File: src/rtl/seg_scan_driver.sv
// ============================================================================
//  Module      : seg_scan_driver
//  Description : Six-digit multiplexed 7-segment scan driver with per-frame
//                digit snapshot, anti-ghosting blank, per-digit enable/blink.
//  Revision    : 1.0  initial release
// ============================================================================
`default_nettype none

module seg_scan_driver #(
    parameter int SCAN_DIV     = 1000,
    parameter int BLANK_CYCLES = 2,
    parameter int BLINK_DIV    = 50
) (
    input  logic       clk,
    input  logic       clr,
    input  logic [3:0] d1,
    input  logic [3:0] d2,
    input  logic [3:0] d3,
    input  logic [3:0] d4,
    input  logic [3:0] d5,
    input  logic [3:0] d6,
    input  logic [5:0] digit_en,
    input  logic [5:0] blink,
    output logic [6:0] seg,
    output logic [5:0] an,
    output logic       frame_tick
);

    localparam logic [15:0] C_CYC_LAST  = 16'(SCAN_DIV - 1);
    localparam logic [15:0] C_BLANK     = 16'(BLANK_CYCLES);
    localparam logic [7:0]  C_FRM_LAST  = 8'(BLINK_DIV - 1);
    localparam logic [2:0]  C_SLOT_LAST = 3'd5;

    logic             run_q,   run_d;
    logic [15:0]      cyc_q,   cyc_d;
    logic [2:0]       slot_q,  slot_d;
    logic [7:0]       frame_q, frame_d;
    logic             phase_q, phase_d;
    logic [5:0][3:0]  snap_q,  snap_d;
    logic [5:0]       en_q,    en_d;
    logic [5:0]       blk_q,   blk_d;
    logic [6:0]       seg_q,   seg_d;
    logic [5:0]       an_q,    an_d;
    logic             tick_q,  tick_d;
    logic             w_new_frame;
    logic             w_lit;

    function automatic logic [6:0] decode(input logic [3:0] code);
        logic [6:0] s;
        case (code)
            4'h0:    s = 7'b1111110;
            4'h1:    s = 7'b0110000;
            4'h2:    s = 7'b1101101;
            4'h3:    s = 7'b1111001;
            4'h4:    s = 7'b0110011;
            4'h5:    s = 7'b1011011;
            4'h6:    s = 7'b1011111;
            4'h7:    s = 7'b1110000;
            4'h8:    s = 7'b1111111;
            4'h9:    s = 7'b1111011;
            4'hE:    s = 7'b1001111;
            default: s = 7'b0000001;
        endcase
        return s;
    endfunction

    always_comb begin
        run_d   = 1'b1;
        cyc_d   = cyc_q;
        slot_d  = slot_q;
        frame_d = frame_q;
        phase_d = phase_q;
        snap_d  = snap_q;
        en_d    = en_q;
        blk_d   = blk_q;
        // The first edge after reset enters slot 0, cycle 0 without advancing.
        w_new_frame = !run_q || (cyc_q == C_CYC_LAST && slot_q == C_SLOT_LAST);
        if (!run_q) begin
            cyc_d  = 16'd0;
            slot_d = 3'd0;
        end else if (cyc_q == C_CYC_LAST) begin
            cyc_d = 16'd0;
            if (slot_q == C_SLOT_LAST) begin
                slot_d = 3'd0;
                if (frame_q == C_FRM_LAST) begin
                    frame_d = 8'd0;
                    phase_d = ~phase_q;
                end else begin
                    frame_d = frame_q + 8'd1;
                end
            end else begin
                slot_d = slot_q + 3'd1;
            end
        end else begin
            cyc_d = cyc_q + 16'd1;
        end

        if (w_new_frame) begin
            snap_d = {d6, d5, d4, d3, d2, d1};
            en_d   = digit_en;
            blk_d  = blink;
        end

        // Outputs are computed from the position being entered, so they
        // line up with the counters on the same edge.
        w_lit  = (cyc_d >= C_BLANK) && en_d[slot_d] && !(blk_d[slot_d] && phase_d);
        an_d   = w_lit ? ~(6'b000001 << slot_d) : 6'b111111;
        seg_d  = w_lit ? decode(snap_d[slot_d]) : 7'b0000000;
        tick_d = (slot_d == C_SLOT_LAST) && (cyc_d == C_CYC_LAST);
    end

    always_ff @(posedge clk or negedge clr) begin
        if (!clr) begin
            run_q   <= 1'b0;
            cyc_q   <= 16'd0;
            slot_q  <= 3'd0;
            frame_q <= 8'd0;
            phase_q <= 1'b0;
            snap_q  <= '0;
            en_q    <= 6'd0;
            blk_q   <= 6'd0;
            seg_q   <= 7'b0000000;
            an_q    <= 6'b111111;
            tick_q  <= 1'b0;
        end else begin
            run_q   <= run_d;
            cyc_q   <= cyc_d;
            slot_q  <= slot_d;
            frame_q <= frame_d;
            phase_q <= phase_d;
            snap_q  <= snap_d;
            en_q    <= en_d;
            blk_q   <= blk_d;
            seg_q   <= seg_d;
            an_q    <= an_d;
            tick_q  <= tick_d;
        end
    end

    assign seg        = seg_q;
    assign an         = an_q;
    assign frame_tick = tick_q;

endmodule

`default_nettype wire
File: config.mk
export PLATFORM = sky130hd
export DESIGN_NAME = seg_scan_driver
export DESIGN_NICKNAME = d
export VERILOG_FILES = /design/src/rtl/seg_scan_driver.sv
export SDC_FILE = /design/constraint.sdc
export NUM_CORES = 1
export LEC_CHECK = 0
export CAP_MARGIN = 20
export CORE_ASPECT_RATIO = 0.75
export CORE_MARGIN = 1.5
export CORE_UTILIZATION = 35
export DETAILED_ROUTE_END_ITERATION = 10
export SYNTH_ARGS = -nofsm -noshare
export SYNTH_HDL_FRONTEND = slang
export SYNTH_SLANG_ARGS = --single-unit
File: constraint.sdc
create_clock -name clk -period 5.6 [get_ports clk]
set_clock_uncertainty 0.15 [all_clocks]
set_input_delay 1.68 -clock clk [delete_from_list [all_inputs] [get_ports clk]]
set_output_delay 1.68 -clock clk [all_outputs]
set_load 0.01 [all_outputs]
==> results.toml <==
[critical_path]
critPathKind = "reg -> reg"
r2r_setup_slack_ps = 1300
reg2reg_to = "seg[6]$_DFF_PN0_"
crit_start = "cyc_q[3]$_DFF_PN0_"
crit_top_cell = "mux2_2"
start_kind = "flip-flop"
cp_max_fo = 28
timing.rr.start = "cyc_q[3]$_DFF_PN0_"
slowest_stage = "or4_4"
crit_chain = "or4_4 > nor4_4 > a21oi_2 > buf_4 > mux2_2 > mux2_2 > a222oi_1 > nor2_1 > or3_1 > ha_1 > mux2_2 > a221oi_1"
worstSetupEndpoint = "seg[6]$_DFF_PN0_"
crit_required_ps = 5690
cp_slowest_stage_delay_ps = 590
reg2reg_depth = 12
crit_arrival_ps = 4390
worst_setup_path_end_kind = "flip-flop"

[clock_network]
clock_sinks = 79
cts_tree = "done"
clk_pin_slew_ps = 60
htreeDepth = 3
clk_path_buf_depth = 2
cts_resized = 0
clock_latency_ps = 340
cts_buffers = 9
cts_hold_buf = 0
root_buffer = "clkbuf_16"
cts_setup_buffers = 0

[yosys]
synth.area.mux_share = 0.0787
syn_avg_cell_area_um2 = 9.86
yosys_warnings = 0
synthFlopType = "dfrtp_1"
synth_nets = 472
synth_top_family_by_area = "simple AND/OR/NAND/NOR gates"
synth_xor_area_frac = 0.0417
synth.distinct_cells = 64
synth_edf_count = 0
ys_seq_elements = 79
synth_cells = 426
synthAdderAreaFrac = 0.0238
synth_compound_area_frac = 0.120
synthSimpleGateAreaFrac = 0.225
synthArstFlopShare = 1.00
ys_seq_area_frac = 0.473
synth_area_um2 = 4200

[layout]
areaGrowthSynthToFinish_pct = 24.8
fill_cells = 1122
drive_gt1_frac = 0.118
utilization = 0.449
final_nets = 516
multiInputGateArea_um2 = 2060
antennaDiodeCount = 0
regArea_um2 = 1980

[route]
dr.first_iter.drc_count = 171
num_vias = 3283
drt_wl_total_mm = 9.75
drc_errors = 0
routed_via_density = 5.15
wl_per_cell_um = 15.3
dr.pass1.iters = 5
ant_nets = 0

[grt]
grt_max_degree = 80
antenna_found_initial = 0
groute.usage.overall = 0.166
grt_pass1_vias = 3240
grt_pass1_wl_mm = 16.5
grt.overflow.total = 0

[sta]
finalHoldViolCount = 0
fin_crit_sh = 0.767
slew_headroom = 0.483
hold_ws_ps = 310
max_slew.worst_pin.slew_ps = 770
period_minus_slack_ps = 4300
setup_viol = 0
drv_slew = 0
rsz0062_at_grt = "false"
fin_tns_setup_ps = 0
fmax_mhz = 233

[floorplanning]
core_area_um2 = 11700
io_pins = 52
initial_core_util = 0.360
rows = 34
die_area_um2 = 12700
die_y_um = 97.9
die_w_um = 129

[power]
power.leakage_nw = 2.26
ir_worst_vdd_mv = 0.155
power_density_nw_per_um2 = 293

[place]
gp_congestion = 0.853
hpwl_mm = 6.99
io_buffers = 51

[run_status]
status = "finished clean"

[job]
max-cap-violations = 0

[min_path]
hold_path_startpoint = "snap_q[15]$_DFF_PN0_"
hold_class = "reg -> reg"
[worst min-delay path by stage]
stage | cells past startpoint | to | slack (ps)
5_1_grt | 2 | snap_q[20]$_DFF_PN0_ | 340
4_1_cts | 2 | snap_q[15]$_DFF_PN0_ | 310
2_1_floorplan | 2 | snap_q[20]$_DFF_PN0_ | 280
3_5_place_dp | 2 | snap_q[16]$_DFF_PN0_ | 300
6_report | 2 | snap_q[15]$_DFF_PN0_ | 310
3_3_place_gp | 2 | snap_q[20]$_DFF_PN0_ | 290
[registers in the layout, summed over array words and instances (netlist names)]
signal and flops:
phase_q 1, frame_tick 1, slot_q 3, an 6, snap_q 24, seg 7
frame_q 8, cyc_q 16, blk_q 6, run_q 1, en_q 6
[logic make-up (layout without fill, tap and decap cells)]
family          count (synthesis)  in the layout
buf+inv                        35             84
fa+ha+maj                       8              8
simple gates                  184            184
xor+xnor                       20             20
flops                          79             79
mux                            30             30
compound gates                 69             69
other cells                     1              1
[through the flow]
step	instances	cell area (µm²)	setup WS (ps)	power [mW]
3_3_place_gp	620	4830	1300	0.772
6_report	637	5240	1300	1.54
5_1_grt	637	5240	1000	1.60
2_1_floorplan	426	4200	1670	0.704
4_1_cts	636	5220	1340	1.55
3_5_place_dp	620	4830	1270	0.776
[metal layers]
| metal | vias up | share of wire | GRT usage |
|---|---|---|---|
| met3 | 10 | 0.049 | 0.0384 |
| met1 | 1603 | 0.52 | 0.250 |
| met4 | 0 | 0.010 | 0.0436 |
| li1 | 1592 | - | - |
| met2 | 78 | 0.42 | 0.238 |
| met5 | - | 0 | 0 |
[critical path: cells and delay by family (launching register included)]
kind | cells | cell delay, ps
AOI/OAI and AO/OA | 3 | 580
adders and majority gates | 1 | 220
buffers and inverters | 1 | 260
DFF | 1 | 460
muxes | 3 | 860
and+or+nand+nor | 4 | 1660
[layout by cell type, fill, tap and decap left out, types with 5 or more instances in the layout]
cell             count
nand3_1             11
nand2_1             72
dfstp_2              6
xnor2_1             13
a21oi_1             11
nand2b_1             7
mux2_2              16
mux2i_1             12
clkbuf_16            9
xor2_1               7
nor2b_1              7
o21ai_0              9
clkdlybuf4s50_1     50
nor3_1               9
ha_1                 8
inv_1               12
a21o_1               5
dfrtp_1             73
and2_1               6
a211oi_1             5
bufinv_16            5
nor2_1              30
and3_1               6
nand4_1             11
[synth_stat cells, types with 2 or more instances]
library cell	count	area, µm²
dfstp_2	6	158
o31ai_1	4	30.0
o22ai_1	2	12.5
o21ai_0	9	45.0
or4_4	3	33.8
dfrtp_1	73	1830
clkbuf_1	17	63.8
a211o_1	2	17.5
xnor2_1	13	114
nor4_1	2	12.5
a21oi_1	12	60.1
nand2b_1	7	43.8
a221o_1	2	20.0
nor3_1	9	45.0
mux2_2	16	180
nor4_4	2	42.5
a31oi_1	4	25.0
or3_1	4	25.0
o211ai_1	4	30.0
a221oi_1	4	35.0
or2_1	2	12.5
and2_1	6	37.5
nand2_1	72	270
and4_1	3	26.3
nand3_1	11	55.1
and3_1	6	37.5
nand3b_1	2	15.0
a21o_1	5	37.5
buf_6	3	33.8
a211oi_1	5	37.5
ha_1	8	100
nor2b_1	7	43.8
mux2i_1	12	120
mux2_4	2	30.0
nand4_1	11	68.8
xor2_1	7	61.3
nand4b_1	2	17.5
nor2_1	30	113
inv_1	12	45.0
[layout make-up]
| cell class | count | area share |
|---|---|---|
| clock buffers | 9 | 0.0430 |
| inverters | 13 | 0.00931 |
| clock inverters | 7 | 0.0320 |
| multi-input cells | 312 | 0.393 |
| well taps | 162 | 0.0387 |
| repair buffers | 55 | 0.105 |
| flip-flops and latches | 79 | 0.379 |
[power by group]
| part | internal [mW] | switching, mW |
|---|---|---|
| combinational | 0.0742 | 0.0767 |
| sequential | 0.602 | 0.0135 |
| clock | 0.528 | 0.241 |
Note: power is estimated with default switching activity, not from simulation.
